**src/rtl/cfg_regfile_bank.sv**
```systemverilog
// Parametrised configuration register bank: byte-enabled writes, pipelined
// reads with valid strobe, out-of-range error pulse, write lock and a
// saturating committed-write counter.
module cfg_regfile_bank #(
   parameter int                  ADDR_W     = 4,
   parameter int                  DATA_W     = 16,
   parameter int                  DEPTH      = 12,
   parameter int                  RD_LATENCY = 1,
   parameter logic [DATA_W-1:0]   RESET_VAL  = '0
) (
   input  logic                  clock,
   input  logic                  reset,
   input  logic                  io_wr_en,
   input  logic                  io_rd_en,
   input  logic [ADDR_W-1:0]     io_address,
   input  logic [DATA_W-1:0]     io_write_data,
   input  logic [DATA_W/8-1:0]   io_byte_en,
   input  logic                  io_lock,
   output logic [DATA_W-1:0]     io_read_data,
   output logic                  io_read_valid,
   output logic                  io_error,
   output logic [15:0]           io_wr_count
);

   localparam int              NB      = DATA_W / 8;
   localparam logic [ADDR_W:0] DEPTH_L = DEPTH[ADDR_W:0];

   logic [DATA_W-1:0]                    regs_q [DEPTH];
   logic [DATA_W-1:0]                    regs_d [DEPTH];
   logic [15:0]                          wr_cnt_q, wr_cnt_d;
   logic                                 wr_err_q, wr_err_d;
   logic [RD_LATENCY-1:0]                p_vld_q, p_vld_d;
   logic [RD_LATENCY-1:0]                p_err_q, p_err_d;
   logic [RD_LATENCY-1:0][DATA_W-1:0]    p_data_q, p_data_d;

   logic              in_range;
   logic              wr_hit;
   logic [DATA_W-1:0] rd_val;

   // Decode the shared address; unimplemented indices never alias onto storage.
   always_comb begin
      in_range = ({1'b0, io_address} < DEPTH_L);
      wr_hit   = io_wr_en & ~io_lock & in_range;
      rd_val   = '0;
      if (in_range) rd_val = regs_q[io_address];
   end

   // Storage update, write counter and write-side error.
   always_comb begin
      regs_d   = regs_q;
      wr_cnt_d = wr_cnt_q;
      wr_err_d = io_wr_en & (io_lock | ~in_range);
      if (wr_hit) begin
         for (int b = 0; b < NB; b++)
            if (io_byte_en[b]) regs_d[io_address][8*b +: 8] = io_write_data[8*b +: 8];
         // A zero byte enable still counts as a committed write.
         if (wr_cnt_q != 16'hFFFF) wr_cnt_d = wr_cnt_q + 16'd1;
      end
   end

   // Read pipeline: data is captured at the request edge (pre-write value),
   // and each stage only reloads when a valid entry moves in, so the last
   // stage holds its value while no read is returning.
   always_comb begin
      p_vld_d     = '0;
      p_err_d     = '0;
      p_data_d    = p_data_q;
      p_vld_d[0]  = io_rd_en;
      p_err_d[0]  = io_rd_en & ~in_range;
      if (io_rd_en) p_data_d[0] = rd_val;
      for (int k = 1; k < RD_LATENCY; k++) begin
         p_vld_d[k] = p_vld_q[k-1];
         p_err_d[k] = p_err_q[k-1];
         if (p_vld_q[k-1]) p_data_d[k] = p_data_q[k-1];
      end
   end

   // State registers; reset also flushes any read in flight.
   always_ff @(posedge clock or negedge reset) begin
      if (!reset) begin
         for (int i = 0; i < DEPTH; i++) regs_q[i] <= RESET_VAL;
         wr_cnt_q <= '0;
         wr_err_q <= 1'b0;
         p_vld_q  <= '0;
         p_err_q  <= '0;
         p_data_q <= '0;
      end else begin
         for (int i = 0; i < DEPTH; i++) regs_q[i] <= regs_d[i];
         wr_cnt_q <= wr_cnt_d;
         wr_err_q <= wr_err_d;
         p_vld_q  <= p_vld_d;
         p_err_q  <= p_err_d;
         p_data_q <= p_data_d;
      end
   end

   // Write errors and read errors landing together merge into one pulse.
   always_comb begin
      io_read_data  = p_data_q[RD_LATENCY-1];
      io_read_valid = p_vld_q[RD_LATENCY-1];
      io_error      = wr_err_q | (p_vld_q[RD_LATENCY-1] & p_err_q[RD_LATENCY-1]);
      io_wr_count   = wr_cnt_q;
   end

endmodule

```
**config.mk**
```make
export PLATFORM = sky130hd
export DESIGN_NAME = cfg_regfile_bank
export DESIGN_NICKNAME = d
export VERILOG_FILES = /design/src/rtl/cfg_regfile_bank.sv
export SDC_FILE = /design/constraint.sdc
export NUM_CORES = 1
export LEC_CHECK = 0
export ABC_AREA = 1
export BUFFER_PORTS_ARGS = -buffer_cell sky130_fd_sc_hd__buf_2
export CORE_MARGIN = 4
export CORE_UTILIZATION = 55
export CTS_BUF_LIST = sky130_fd_sc_hd__clkbuf_16
export DETAILED_ROUTE_END_ITERATION = 8
export PLACE_DENSITY = 0.71
export SYNTH_ARGS = -nofsm -noshare
export SYNTH_HDL_FRONTEND = slang
export SYNTH_SLANG_ARGS = --single-unit
```
**constraint.sdc**
```tcl
create_clock -name clock -period 2 [get_ports clock]
set_input_delay 0.4 -clock clock [delete_from_list [all_inputs] [get_ports clock]]
set_output_delay 0.4 -clock clock [all_outputs]
set_load 0.05 [all_outputs]
```
==> results of run 1 <==
cell usage in the layout, fill, tap and decap left out, drive strengths merged:
cell	netlist	routed
xor2	1	1
nand3b	1	1
nand4	1	1
buf	53	85
a21oi	1	1
ha	1	1
clkbuf	29	25
o21ai	197	197
clkinv	1	12
xnor2	10	10
a21o	1	1
nor2	32	32
dfrtp	227	227
nand3	25	25
nand2	815	815
dlygate4sd3	0	1
bufinv	0	3
inv	35	42
cells in the mapped netlist, drive strengths merged:
library cell  instances  area share
a21o                  1     0.00067
a21oi                 1     0.00045
buf                  53       0.039
clkbuf               29      0.0098
clkinv                1     0.00034
dfrtp               227        0.51
ha                    1      0.0011
inv                  35       0.012
nand2               815        0.29
nand3                25       0.012
nand3b                1     0.00067
nand4                 1     0.00056
nor2                 32       0.018
o21ai               197       0.098
xnor2                10      0.0079
xor2                  1     0.00079
cell type report:
cell class	count	area, sq um
Inverter	36	135.1
Sequential cell	227	5680
Tap cell	265	331.6
Clock buffer	25	625.6
Timing Repair Buffer	86	610.6
Multi-Input combinational cell	1085	4777
Fill cell	1805	7320
Clock inverter	21	173.9
final timing paths:
kind / slack (ns) / startpoint / endpoint
hold / removal: 0.17 / io_wr_en / wr_err_q
setup reg to reg: 0.31 / io_wr_count[0] / io_wr_count[5]
max in group asynchronous: 0.94 / reset / regs_q[102]
setup / recovery: 0.30 / io_wr_count[2] / io_wr_count[2]
hold reg to reg: 0.47 / io_read_data[5] / io_read_data[5]
min in group asynchronous: 0.40 / reset / regs_q[182]
per-layer routing:
metal,wire length [um],part of all wire
met3,1889,0.068
met4,511,0.018
met2,12080,0.44
met1,13210,0.48
met5,0,0
state kept, by name, summed over array words and instances, names as in the netlist:
name           count
regs_q           192
io_read_data      16
io_wr_count       16
io_read_valid      1
p_err_q            1
wr_err_q           1
stage by stage:
stage	power (uW)	util	std cells	hold slack (ns)	setup WS, ns
2_1_floorplan	6678	-	1430	0.1044	0.05805
3_3_place_gp	7175	0.5864	1698	0.3401	0.3293
3_5_place_dp	7224	0.5864	1698	0.3409	0.2830
4_1_cts	11700	0.6276	1745	0.1532	0.2849
5_1_grt	12180	0.6276	1745	0.1527	0.1153
6_report	11640	0.6276	1745	0.1705	0.3000
kinds of logic after synthesis:
kind of cell | count (synthesis)
xor gates and xnor gates | 11
AOI/OAI and AO/OA | 199
DFF | 227
and+or+nand+nor | 874
adders and majority gates | 1
buffers and inverters | 118
power breakdown:
part / total [uW] / switching, uW / internal, uW / leakage, uW
Sequential: 5410 / 313 / 5100 / 0.00306
Combinational: 1740 / 1170 / 568 / 0.00320
Clock: 4480 / 1830 / 2650 / 0.000418
Total: 11600 / 3320 / 8320 / 0.00668
==> out/metrics.cfg, run 1 <==
[logic_synthesis]
synth_area_sq_um=11130
ys_seq_area_frac=0.5103
synth_cells=1430
synth_xor_area_frac=0.008656
synth_top_family_by_area=simple AND/OR/NAND/NOR gates
muxShareOfSynthArea=0
synth.avg_cell_area_sq_um=7.784
ys_warn_count=0
ys_types=30
synthAdderAreaFrac=0.001124
synth_seq_cells=227
synth-simple-area-share=0.3206
synthesis.nets=1458
synth_compound_area_frac=0.09881

[worst_setup_path]
path_cells=buf_2
worstPathArrival_ns=1.30
worst-path-stages=1
startpoint_type=flip-flop
crit_path_top_delay_cell=dfrtp_1
critical_path_class=flip-flop to output pin
cpLargestDelayFamily=flip-flops
required_ns=1.60
cp_max_fo=7
worstRegToRegCells=7
critPathMaxStageDelay_ns=0.47
worstSetupEndpointType=output pin
timing.critical_path.buf_inv=1

[clocking]
clk_pin_slew_ns=0.06
cts_tree=yes
htree_levels=1
numCtsBuffers=25
cts-resized-gates=0
clock-sinks=227
cts_max_path_buffers=3
cts_root_buffer=clkbuf_16
hold_buffers=1
post_cts_buffers=0
clk_latency_ns=0.52

[floorplanning]
pin_count=61
dieArea_sq_um=22580
core_area_sq_um=19650
die_x_um=150.3
start_util=0.5663
die_h_um=150.3
rows=51

[sta]
relSlewSlack=0.5895
rsz0062_at_grt=no
fmax_mhz=588.3
period_needed_ns=1.700
min_period_over_period=0.8500
hold_viol=0
slew_violations=0
setup_tns_ns=0
setup_viol=0
worstMarginPinSlew_ns=0.6151
finalClockSkew_ns=0.02045

[route]
drc=0
drtIter0Drc=738
wire_per_inst_um=15.87
routed_wl_um=27690
antenna_left=0
drt_first_pass_iters=5
via_per_inst=5.277
vias=9208

[global_routing]
grt_pass1_wl_um=45660
grt_use_met1=0.3916
top_usage_layer=met1
track_usage=0.2509
antenna_found_initial=0
overflow=0
use_met2=0.3752
grt_max_degree=50
first_global_vias=8584
grt_util_met3=0.03552

[pwr]
p_leak_uw=0.006678
vdd.ir_drop.worst_v=0.0006925
power_density_nw_per_um2=943.5

[layout]
fin_area_sq_um=12330
syn_to_final_growth_pct=10.81
drive_above_1_share=0.1291
final_net_count=1489
antenna_cells=0

[placement]
dp_hpwl_um=17950
place.gp.congestion=0.8543
numPortBuffers=60
placedInstanceArea_sq_um=11520

[min_path]
holdPathStages=3
min-delay-path-class=primary input to flip-flop

[job]
maxCapViolCount=0

[run_status]
status=finished clean

Power figures use the tool's default switching activity.
==> run 2: changes to the inputs <==
==> constraint.sdc (replaced) <==
create_clock -name clock -period 1.7 [get_ports clock]
set_input_delay 0.34 -clock clock [delete_from_list [all_inputs] [get_ports clock]]
set_output_delay 0.34 -clock clock [all_outputs]
set_load 0.05 [all_outputs]
==> out/metrics.cfg, run 2 (synthesized netlist as in run 1, its figures left out) <==
[run_status]
status=finished clean

[global_routing]
antenna_found_initial=0
grt_max_degree=53
first_global_vias=8586
grt_pass1_wl_um=45820
track_usage=0.2522
overflow=0

[pwr]
vdd.ir_drop.worst_v=0.0007910
p_leak_uw=0.006730
totalPowerFinal_uw=13550
power_density_nw_per_um2=1087

[route]
antenna_left=0
wire_per_inst_um=15.83
drtIter0Drc=765
routed_wl_um=27790
vias=9237
drc=0
via_per_inst=5.263
drt_first_pass_iters=5

[job]
maxCapViolCount=0

[sta]
min_period_over_period=0.9346
hold_viol=0
setup_tns_ns=0
setup_viol=0
period_needed_ns=1.589
rsz0062_at_grt=no
fmax_mhz=629.4
relSlewSlack=0.5782
finalClockSkew_ns=0.009953
slew_violations=0
worstMarginPinSlew_ns=0.6320
fin_ws_ns=0.1111
whs_ns=0.07808

[worst_setup_path]
cp_max_fo=6
critical_path_class=flip-flop to output pin
worstSetupEndpointType=output pin
crit_path_top_delay_cell=dfrtp_1
crit_start=io_wr_count[13]
worstPathArrival_ns=1.25
critPathMaxStageDelay_ns=0.44
path_cells=buf_2
timing.critical_path.buf_inv=1
startpoint_type=flip-flop
cpLargestDelayFamily=flip-flops
required_ns=1.36
rr_startpoint=io_wr_count[0]

[layout]
largest_reg_flops=192
final_cell_mix=nand2_1, dfrtp_1, o21ai_1
drive_above_1_share=0.1389
syn_to_final_growth_pct=11.99
final_net_count=1500
antenna_cells=0
top_register=regs_q
layout_commonest_cell=nand2_1
utilization=0.6343

[min_path]
min-delay-path-class=primary input to flip-flop
min_from=io_wr_en

[floorplanning]
core_area_sq_um=19650
dieArea_sq_um=22580
die_h_um=150.3
start_util=0.5663
die_x_um=150.3
rows=51
pin_count=61

[clocking]
numCtsBuffers=24
clock-sinks=227
cts-resized-gates=0
clk_latency_ns=0.51
cts_max_path_buffers=3
cts_root_buffer=clkbuf_16
clk_pin_slew_ns=0.06
cts_tree=yes
htree_levels=1

[placement]
dp_hpwl_um=18640
place_ws_ns=0.05059
numPortBuffers=60
place.gp.congestion=0.8454

[run 2: cell types whose count changed in the layout (fill, tap and decap cells not counted), moves of 2 or more]
cell,delta
dfrtp_1,-8
dfrtp_2,+8
buf_4,+7
buf_12,+5
inv_1,+5
clkinv_2,-3
clkinv_1,-2
[run 2: through the flow]
step           area (sq um)  cells
2_1_floorplan         11150   1430
3_3_place_gp          11700   1710
3_5_place_dp          11700   1710
4_1_cts               12470   1755
5_1_grt               12470   1755
6_report              12470   1755
[run 2: cell type report]
| type | count | area (sq um) |
|---|---|---|
| Sequential cell | 227 | 5690 |
| Clock inverter | 19 | 130.1 |
| Tap cell | 265 | 331.6 |
| Clock buffer | 25 | 625.6 |
| Timing Repair Buffer | 98 | 763.2 |
| Multi-Input combinational cell | 1085 | 4790 |
| Fill cell | 1773 | 7188 |
| Inverter | 36 | 135.1 |
[run 2: worst register-to-register path, delay by kind of cell (launching register included)]
kind / cells / cell delay [ns]
compound gates: 1 / 0.21
fa+ha+maj: 1 / 0.17
simple gates: 4 / 0.35
flops: 1 / 0.43
buf+inv: 2 / 0.25
[run 2: worst paths after layout]
kind / endpoint / slack (ns) / cells past startpoint
worst max-delay path: io_wr_count[13] / 0.11 / 1
worst min-delay path: wr_err_q / 0.08 / 3
worst max register to register: io_wr_count[11] / 0.17 / 8
worst min register to register: regs_q[157] / 0.48 / 2
max in group asynchronous: io_wr_count[0] / 0.71 / 3
min in group asynchronous: regs_q[3] / 0.35 / 2
[run 2: where the power goes]
| part | leakage [uW] | switching, uW | internal (uW) |
|---|---|---|---|
| Clock | 0.000408 | 2090 | 2940 |
| Combinational | 0.00327 | 1420 | 712 |
| Sequential | 0.00305 | 378 | 6010 |
[run 2: repair_timing]
item	4_1_cts	5_1_grt
hold buffers	1	0
setup endpoints to repair	0	0
endpoints found under the hold margin	44	0
setup buffers	0	0
[run 2: metal layers]
layer	up-vias	wire length (um)	track usage
met3	27	2186	0.04094
met4	0	312	0.03843
li1	4563	-	-
met5	-	0	0
met1	4319	13170	0.3976
met2	328	12110	0.3756
